### src/rtl/cascade_parity_responder.sv
// cascade_parity_responder: answers block-parity queries over a latched
// snapshot of the four per-pass cascade keys. Parity is folded BPC bits per
// cycle so long ranges never build a wide XOR tree.
// Optional feature macro: CASCADE_QUERY_CNT_EN (adds the 16-bit query_cnt output).
module cascade_parity_responder #(
   parameter int unsigned KEY_LEN = 64,
   parameter int unsigned IDX_W   = 7,
   parameter int unsigned BPC     = 8
) (
   input  logic               clk,
   input  logic               rst_n,
   input  logic               key_load,
   output logic               key_ready,
   input  logic [KEY_LEN-1:0] key_p1,
   input  logic [KEY_LEN-1:0] key_p2,
   input  logic [KEY_LEN-1:0] key_p3,
   input  logic [KEY_LEN-1:0] key_p4,
   input  logic               req_valid,
   output logic               req_ready,
   input  logic [1:0]         req_pass,
   input  logic [IDX_W-1:0]   req_start,
   input  logic [IDX_W-1:0]   req_len,
   output logic               rsp_valid,
   input  logic               rsp_ready,
   output logic               rsp_parity,
   output logic               rsp_err,
   output logic [1:0]         rsp_pass
`ifdef CASCADE_QUERY_CNT_EN
   ,
   output logic [15:0]        query_cnt
`endif
);

   localparam int unsigned CNT_W = $clog2(BPC + 1);
   localparam int unsigned SUM_W = IDX_W + 1;
   localparam int unsigned PAD_W = KEY_LEN + BPC;

   localparam logic [1:0] S_IDLE = 2'd0;
   localparam logic [1:0] S_CALC = 2'd1;
   localparam logic [1:0] S_RESP = 2'd2;

   logic [1:0]               rst_pipe;
   logic                     rst_int_n;

   logic [1:0]               state_q, state_d;
   logic [IDX_W-1:0]         ptr_q, ptr_d;
   logic [IDX_W-1:0]         rem_q, rem_d;
   logic                     acc_q, acc_d;
   logic [1:0]               pass_d;
   logic                     parity_d;
   logic                     err_d;
   logic                     valid_d;
   logic [3:0][KEY_LEN-1:0]  snap_q;

   logic                     load_acc;
   logic                     req_acc;
   logic [SUM_W-1:0]         range_end;
   logic                     range_bad;
   logic [KEY_LEN-1:0]       snap_sel;
   logic [PAD_W-1:0]         snap_pad;
   logic [BPC-1:0]           window;
   logic [CNT_W-1:0]         take;
   logic [BPC-1:0]           mask;
   logic                     fold;
   logic                     last_chunk;

   // Reset synchroniser: assertion is immediate, release aligned to clk
   always_ff @(posedge clk or negedge rst_n) begin
      if (!rst_n) rst_pipe <= 2'b00;
      else        rst_pipe <= {rst_pipe[0], 1'b1};
   end
   assign rst_int_n = rst_pipe[1];

   assign key_ready = (state_q == S_IDLE);
   assign req_ready = key_ready & ~key_load;
   assign load_acc  = key_ready & key_load;
   assign req_acc   = key_ready & ~key_load & req_valid;

   // Range check is done one bit wider so start+len cannot wrap
   assign range_end = SUM_W'(req_start) + SUM_W'(req_len);
   assign range_bad = (req_len == '0) || (range_end > SUM_W'(KEY_LEN));

   // Chunk extraction: zero-padded so a window past the key top reads zeros
   assign snap_sel   = snap_q[rsp_pass];
   assign snap_pad   = {BPC'(0), snap_sel};
   assign window     = snap_pad[ptr_q +: BPC];
   assign last_chunk = (rem_q <= IDX_W'(BPC));
   assign take       = last_chunk ? CNT_W'(rem_q) : CNT_W'(BPC);
   assign mask       = ~({BPC{1'b1}} << take);
   assign fold       = ^(window & mask);

   // Key snapshot: only captured while idle
   always_ff @(posedge clk or negedge rst_int_n) begin
      if (!rst_int_n) begin
         snap_q <= '0;
      end else if (load_acc) begin
         snap_q <= {key_p4, key_p3, key_p2, key_p1};
      end
   end

   // Next-state and next-output logic
   always_comb begin
      state_d  = state_q;
      ptr_d    = ptr_q;
      rem_d    = rem_q;
      acc_d    = acc_q;
      pass_d   = rsp_pass;
      parity_d = rsp_parity;
      err_d    = rsp_err;
      valid_d  = rsp_valid;
      case (state_q)
         S_IDLE: begin
            if (req_acc) begin
               pass_d = req_pass;
               if (range_bad) begin
                  state_d  = S_RESP;
                  valid_d  = 1'b1;
                  err_d    = 1'b1;
                  parity_d = 1'b0;
               end else begin
                  state_d = S_CALC;
                  acc_d   = 1'b0;
                  ptr_d   = req_start;
                  rem_d   = req_len;
               end
            end
         end
         S_CALC: begin
            acc_d = acc_q ^ fold;
            ptr_d = ptr_q + IDX_W'(BPC);
            rem_d = rem_q - IDX_W'(take);
            if (last_chunk) begin
               state_d  = S_RESP;
               valid_d  = 1'b1;
               err_d    = 1'b0;
               parity_d = acc_q ^ fold;
            end
         end
         S_RESP: begin
            if (rsp_ready) begin
               state_d = S_IDLE;
               valid_d = 1'b0;
            end
         end
         default: begin
            state_d = S_IDLE;
            valid_d = 1'b0;
         end
      endcase
   end

   // State, datapath and response registers
   always_ff @(posedge clk or negedge rst_int_n) begin
      if (!rst_int_n) begin
         state_q    <= S_IDLE;
         ptr_q      <= '0;
         rem_q      <= '0;
         acc_q      <= 1'b0;
         rsp_pass   <= 2'b00;
         rsp_parity <= 1'b0;
         rsp_err    <= 1'b0;
         rsp_valid  <= 1'b0;
      end else begin
         state_q    <= state_d;
         ptr_q      <= ptr_d;
         rem_q      <= rem_d;
         acc_q      <= acc_d;
         rsp_pass   <= pass_d;
         rsp_parity <= parity_d;
         rsp_err    <= err_d;
         rsp_valid  <= valid_d;
      end
   end

`ifdef CASCADE_QUERY_CNT_EN
   // Saturating count of accepted requests, cleared by an accepted key load
   always_ff @(posedge clk or negedge rst_int_n) begin
      if (!rst_int_n) begin
         query_cnt <= 16'h0000;
      end else if (load_acc) begin
         query_cnt <= 16'h0000;
      end else if (req_acc && (query_cnt != 16'hFFFF)) begin
         query_cnt <= query_cnt + 16'h0001;
      end
   end
`endif

endmodule

### config.mk
export PLATFORM = sky130hd
export DESIGN_NAME = cascade_parity_responder
export DESIGN_NICKNAME = d
export VERILOG_FILES = /design/src/rtl/cascade_parity_responder.sv
export SDC_FILE = /design/constraint.sdc
export NUM_CORES = 1
export LEC_CHECK = 0
export ABC_AREA = 1
export BUFFER_PORTS_ARGS = -buffer_cell sky130_fd_sc_hd__buf_2
export CAP_MARGIN = 20
export CORE_AREA = 2 2 194 215
export CTS_CLUSTER_SIZE = 20
export DETAILED_ROUTE_END_ITERATION = 10
export DIE_AREA = 0 0 196 217
export PLACE_DENSITY = 0.69
export SYNTH_ARGS = -nofsm -noshare
export SYNTH_HDL_FRONTEND = slang
export SYNTH_SLANG_ARGS = --single-unit
### constraint.sdc
create_clock -name clk -period 19.1 [get_ports clk]
set_input_delay 0 -clock clk [delete_from_list [all_inputs] [get_ports clk]]
set_output_delay 0 -clock clk [all_outputs]
set_load 0.05 [all_outputs]
# == Word level (Yosys, flattened, before mapping) ==
# Cells that the tools add are included.
# totals
ff_bits,280
latchBits,0
ram_bits,0
mem_bits_ro,0
output_inout_bits,7
memories,0
# op_classes
n_addsub,3
mul,0
n_div,0
n_lt_le_gt_ge,3
eq_ne,7
shifts,2
n_mux,28
bitwise_logic,7
n_reduce_logical,10
# op_table
cell,count
64-bit binary-select mux with 2-bit select,1
72-bit by 8-bit indexed part select with 8-bit output,1
64-bit 2-to-1 mux,1
7-bit 2-to-1 mux,4
7-bit case mux with 2 select lines,2
1-bit 2-to-1 mux,10
7-bit by 7-bit adder with 8-bit output,1
8-bit AND,1
8-bit by 7-bit greater-than comparator with 1-bit output (second input constant),1
2-bit 2-to-1 mux,4
8-bit NOT,1
4-bit AND reduction,2
8-bit XOR reduction,1
8-bit by 4-bit left shift with 8-bit output (first input constant),1
7-bit by 4-bit adder with 7-bit output (second input constant),1
7-bit by 4-bit less-or-equal comparator with 1-bit output (second input constant),1
7-bit zero test,1
7-bit by 4-bit subtractor with 7-bit output,1
2-bit inequality test (second input constant),3
1-bit case mux with 2 select lines,3
2-bit case mux with 3 select lines,1
3-bit AND reduction,2
4-bit 2-to-1 mux,1
2-bit by 1-bit inequality test with 1-bit output (second input constant),2
11 further kinds,13

# == Depth between registers and ports, before layout ==
# depth
ltp_word,9
depth_mapped,26
depth_no_buf,24

# == Worst setup path after synthesis ==
# No wires, ideal clock.
# synth_timing
path_type,register -> register
from,register state_q[1]
to,register rsp_parity
setup_ns,0.066
t_arrival_ns,2.539
path_slack_ns,16.495
path_stages_with_launch,10
path_buffers,0
synth_period_minus_slack_ns,2.605
cell_sequence,dfrtp_1 nor3_1 nand2_1 nand2_1 nand4_1 inv_1 nand2_1 inv_1 nand4_1 nand2_1
# synth_between
elab_chain_len,5
# synth_rtl
element,line_no,rtl
start: declaration,45,"logic [1:0] state_q, state_d;"
start signal: assignment,164,state_q <= state_d;
2-bit zero test,74,assign key_ready = (state_q == S_IDLE);
1-bit AND,n/a,
net req_ready,19,"output logic req_ready,"
1-bit AND,77,assign req_acc = key_ready & ~key_load & req_valid;
2-bit by 1-bit inequality test with 1-bit output (no source line),n/a,
4-bit AND reduction (no source line),n/a,
end signal: assignment,169,rsp_parity <= parity_d;
end: declaration,25,"output logic rsp_parity,"
# The timed path passes the listed nets, and every way through them passes these cells.
# A chain may end at the register's enable or synchronous reset.

# == Worst setup path after layout ==
# layout_timing
from,register rsp_pass[0]
to,register acc_q
# layout_between
elab_chain_len,7
# layout_rtl
element,line_no,rtl
start: declaration,27,output logic [1:0] rsp_pass
start signal: assignment,168,rsp_pass <= pass_d;
64-bit binary-select mux with 2-bit select,84,assign snap_sel = snap_q[rsp_pass];
64-bit 2-to-1 mux (not written as such),84,
72-bit by 8-bit indexed part select with 8-bit output,86,assign window = snap_pad[ptr_q +: BPC];
8-bit AND,90,assign fold = ^(window & mask);
8-bit XOR reduction,90,
1-bit XOR,129,acc_d = acc_q ^ fold;
1-bit case mux with 2 select lines,111,case (state_q)
end signal: assignment,158,acc_q <= 1'b0;
end signal: assignment,167,acc_q <= acc_d;
end: declaration,48,"logic acc_q, acc_d;"
# No other way between the ends. The select of a mux whose other input is x is not followed.

==> run_results.csv <==
group,metric,value,unit
clock_network,cts_num_sinks,280,
critical_path,cp_top_family,"simple AND/OR/NAND/NOR gates",
synthesis,synth_top_family_by_area,"simple AND/OR/NAND/NOR gates",
critical_path,cpMaxStageDelayCell,"dfrtp_4",
timing,drv_slew,0,
timing,tightest_slew,1150,ps
timing,finalHoldViolations,0,
power,p_leak,10.4,nW
critical_path,critical_path_class,"reg2reg",
final_layout,areaGrowthSynthToFinish,35.5,%
critical_path,startpoint_type,"flip-flop",
power,p_int,2.08,mW
synthesis,synthXorXnorAreaFrac,0.00383,
timing,setup_violations,0,
global_routing,grt_pass1_vias,16153,
route,firstDrtPassIters,6,
floorplan,io_pins,284,
route,vias,16081,
final_layout,finalNonFillerCells,2988,
clock_network,worstSkewPairLatency,570,ps
timing,period_share,0.214,
placement,place_congestion,0.894,
power,power_frac_comb,0.556,
synthesis,syn_inst,1924,
synthesis,yosys_warnings,0,
power,irDropWorstVdd,0.104,mV
critical_path,path_depth,23,
floorplan,core.rowCount,78,
global_routing,antenna_found_initial,7,
clock_network,postCtsSetupBuffers,0,
route,wirelength,56800,um
timing,post-route-min-period,4090,ps
critical_path,path_cells,"inv_6 > nand2_1 > nand3_1 > nand2_1 > nand2_1 > nand2_1 > nand2_1 > nand2_1 > nand2_1 > nand3_1 > nand2_1 > nand3_1 > nand2_1 > nand2_1 > inv_1 > nand2_1 > nand2_1 > nand2_1 > nand2_1 > nand2_1 > nand3_1 > nand3_1 > o21ai_1",
final_layout,final_nets,2725,
power,powerDensity,179,mW/mm^2
floorplan,fp.dieW,196,um
global_routing,grt_pass1_wl,88500,um
route,drc,0,
placement,io_buffers,283,
power,pwr-share-seq,0.289,
timing,finClkSkew,24.4,ps
clock_network,cts_tree,"built",
placement,dpl.cell_count,2625,
critical_path,critPathBufInv,2,
floorplan,core_area,0.0406,mm^2
final_layout,drive_gt1_frac,0.251,
global_routing,grt-ovfl-total,0,
synthesis,synth_fa_ha_area_frac,0.00829,
clock_network,path_clk_slew,70,ps
critical_path,crit_path_end_kind,"flip-flop",
power,power_frac_clock,0.154,
synthesis,synth_area,0.0160,mm^2
power,switching_share,0.464,
status,status,"finished, final reports clean",
placement,dp_hpwl,36000,um
route,vias_per_cell,5.38,
synthesis,synth-simple-area-share,0.301,
floorplan,die_height,217,um
synthesis,synth.distinct_cells,38,
timing,max_slew_margin,0.235,
final_layout,fin_area,0.0217,mm^2
floorplan,initial_core_util,0.394,
synthesis,synth-seq-cells,280,
synthesis,synth_largest_area_cell,"dfrtp_1",
placement,post_dp_cell_area,0.0176,mm^2
min_path,hold_path.class,"in2reg",
timing,fmax,245,MHz
power,switching_power,1.80,mW
synthesis,ys_seq_area_frac,0.438,
min_path,whs_path_depth,5,
clock_network,cts_buffer_depth,3,
synthesis,synth-compound-area-share,0.0197,
floorplan,design.die.area,0.0425,mm^2
synthesis,synth.area.mux_share,0.179,
global_routing,grt_max_degree,128,
synthesis,synth_area_leaders,"dfrtp_1 44%, mux2_2 18%, nand2_1 16%",
clock_network,htree_num_levels,1,
clock_network,cts_buffers,29,
route,wire_per_inst,19.0,um
critical_path,worstPathMaxFanout,127,
timing,rsz0062_at_grt,"false",
global_routing,grt_util_all_layers,0.263,
synthesis,yosys.area.top_type_share,0.438,
synthesis,avgSynthCellArea,8.31,um^2
critical_path,rr_worst_depth,23,
route,drt_iter0_markers,1668,
critical_path,cp.arrival,4550,ps
critical_path,cpMostUsedCell,"nand2_1",
critical_path,slowest_delay,1030,ps
flow_run,maxCapViolations,0,
critical_path,cp.required,19560,ps
clock_network,cts_root_buf,"clkbuf_16",
timing,final.setup.tns,0,ps
route,ant_nets,0,
## layout by cell type (no fill, tap or decap), types with 7 or more instances in the layout
master         instances
mux2_2               254
buf_4                 11
o21ai_0               17
clkbuf_16             29
nand3_1              377
a21oi_1               21
ha_1                   9
dlygate4sd3_1        300
nand2_1              671
diode_2                8
inv_2                  7
buf_2                283
inv_1                 45
clkbuf_8              10
dfrtp_1              275
nor2_1                84
## cell type report
| type | count | area [um^2] |
|---|---|---|
| Inverter | 54 | 208 |
| Sequential cell | 280 | 7020 |
| Clock buffer | 45 | 886 |
| Tap cell | 520 | 651 |
| Fill cell | 3505 | 18900 |
| Timing Repair Buffer | 597 | 4580 |
| Antenna cell | 8 | 20.0 |
| Multi-Input combinational cell | 1476 | 8200 |
| Clock inverter | 8 | 121 |
## power by group through the flow
stage                     registers, mW  logic (mW)  clock network (mW)
after floorplan                    1.04        1.59                   0
after global placement             1.11        1.99                   0
after detailed placement           1.11        2.02                   0
after CTS                          1.11        2.11               0.605
after global routing               1.16        2.39               0.632
final                              1.12        2.16               0.600
## metal layers
metal,up-vias,track usage,share of wire
li1,7447,-,-
met1,7767,0.341,0.41
met2,682,0.439,0.48
met3,185,0.0361,0.058
met4,0,0.120,0.046
met5,-,0,0
## final timing paths
path	slack [ps]	from	to
worst max-delay path	15010	rsp_pass[0]	acc_q
worst min-delay path	40	key_load	rem_q[5]
worst max register to register	15010	rsp_pass[0]	acc_q
worst min register to register	340	rst_pipe[0]	rst_pipe[1]
max in group asynchronous	16570	rst_pipe[1]	rsp_pass[0]
min in group asynchronous	280	rst_n	rst_pipe[1]
## cells in the mapped netlist, drive strengths merged
| master | n |
|---|---|
| nor2 | 87 |
| ha | 9 |
| o31ai | 1 |
| dfrtp | 280 |
| xor2 | 6 |
| nand2 | 673 |
| clkbuf | 34 |
| conb | 1 |
| mux2 | 254 |
| xnor2 | 1 |
| a21boi | 2 |
| o221ai | 1 |
| nand3b | 1 |
| o31a | 1 |
| a31oi | 5 |
| nand4 | 4 |
| a21oi | 22 |
| nand3 | 378 |
| buf | 81 |
| o211ai | 3 |
| o21bai | 1 |
| nor3 | 3 |
| fa | 1 |
| clkinv | 1 |
| inv | 53 |
| o21ai | 20 |
| nor4 | 1 |
## worst register-to-register path: cells and delay by family, from the launching register on
family                 cells  cell delay [ps]
AND/OR/NAND/NOR           20             2280
buffers and inverters      2              580
flip-flops                 1             1030
AO/OA/AOI/OAI              1               70
## cell families (layout without fill, tap and decap cells)
family / Yosys count / after routing
adders and majority gates: 10 / 10
muxes: 254 / 254
and+or+nand+nor: 1147 / 1147
AOI/OAI and AO/OA: 56 / 56
xor gates and xnor gates: 7 / 7
DFF: 280 / 280
other: 1 / 10
buffers and inverters: 169 / 704
## per-stage QoR
stage | setup WS [ps] | total power [mW] | hold WS [ps] | util
2_1_floorplan | 10720 | 2.63 | -296 | -
3_3_place_gp | 15230 | 3.09 | -215 | 0.433
3_5_place_dp | 15190 | 3.14 | -213 | 0.434
4_1_cts | 15170 | 3.82 | 24.3 | 0.532
5_1_grt | 14650 | 4.18 | 57.9 | 0.534
6_report | 15010 | 3.89 | 40.0 | 0.534
## sequential cells by signal, indices dropped and copies added, names as in the netlist
signal and cells:
rst_pipe 2, rem_q 7, rsp_pass 2, rsp_parity 1, rsp_err 1, rsp_valid 1
snap_q 256, state_q 2, ptr_q 7, acc_q 1
## what timing repair did
action / 4_1_cts / 5_1_grt
gates resized for setup: 0 / 0
endpoints found under the hold margin: 278 / 0
hold buffers: 300 / 0
No activity file was read; power rests on OpenSTA's default activity.
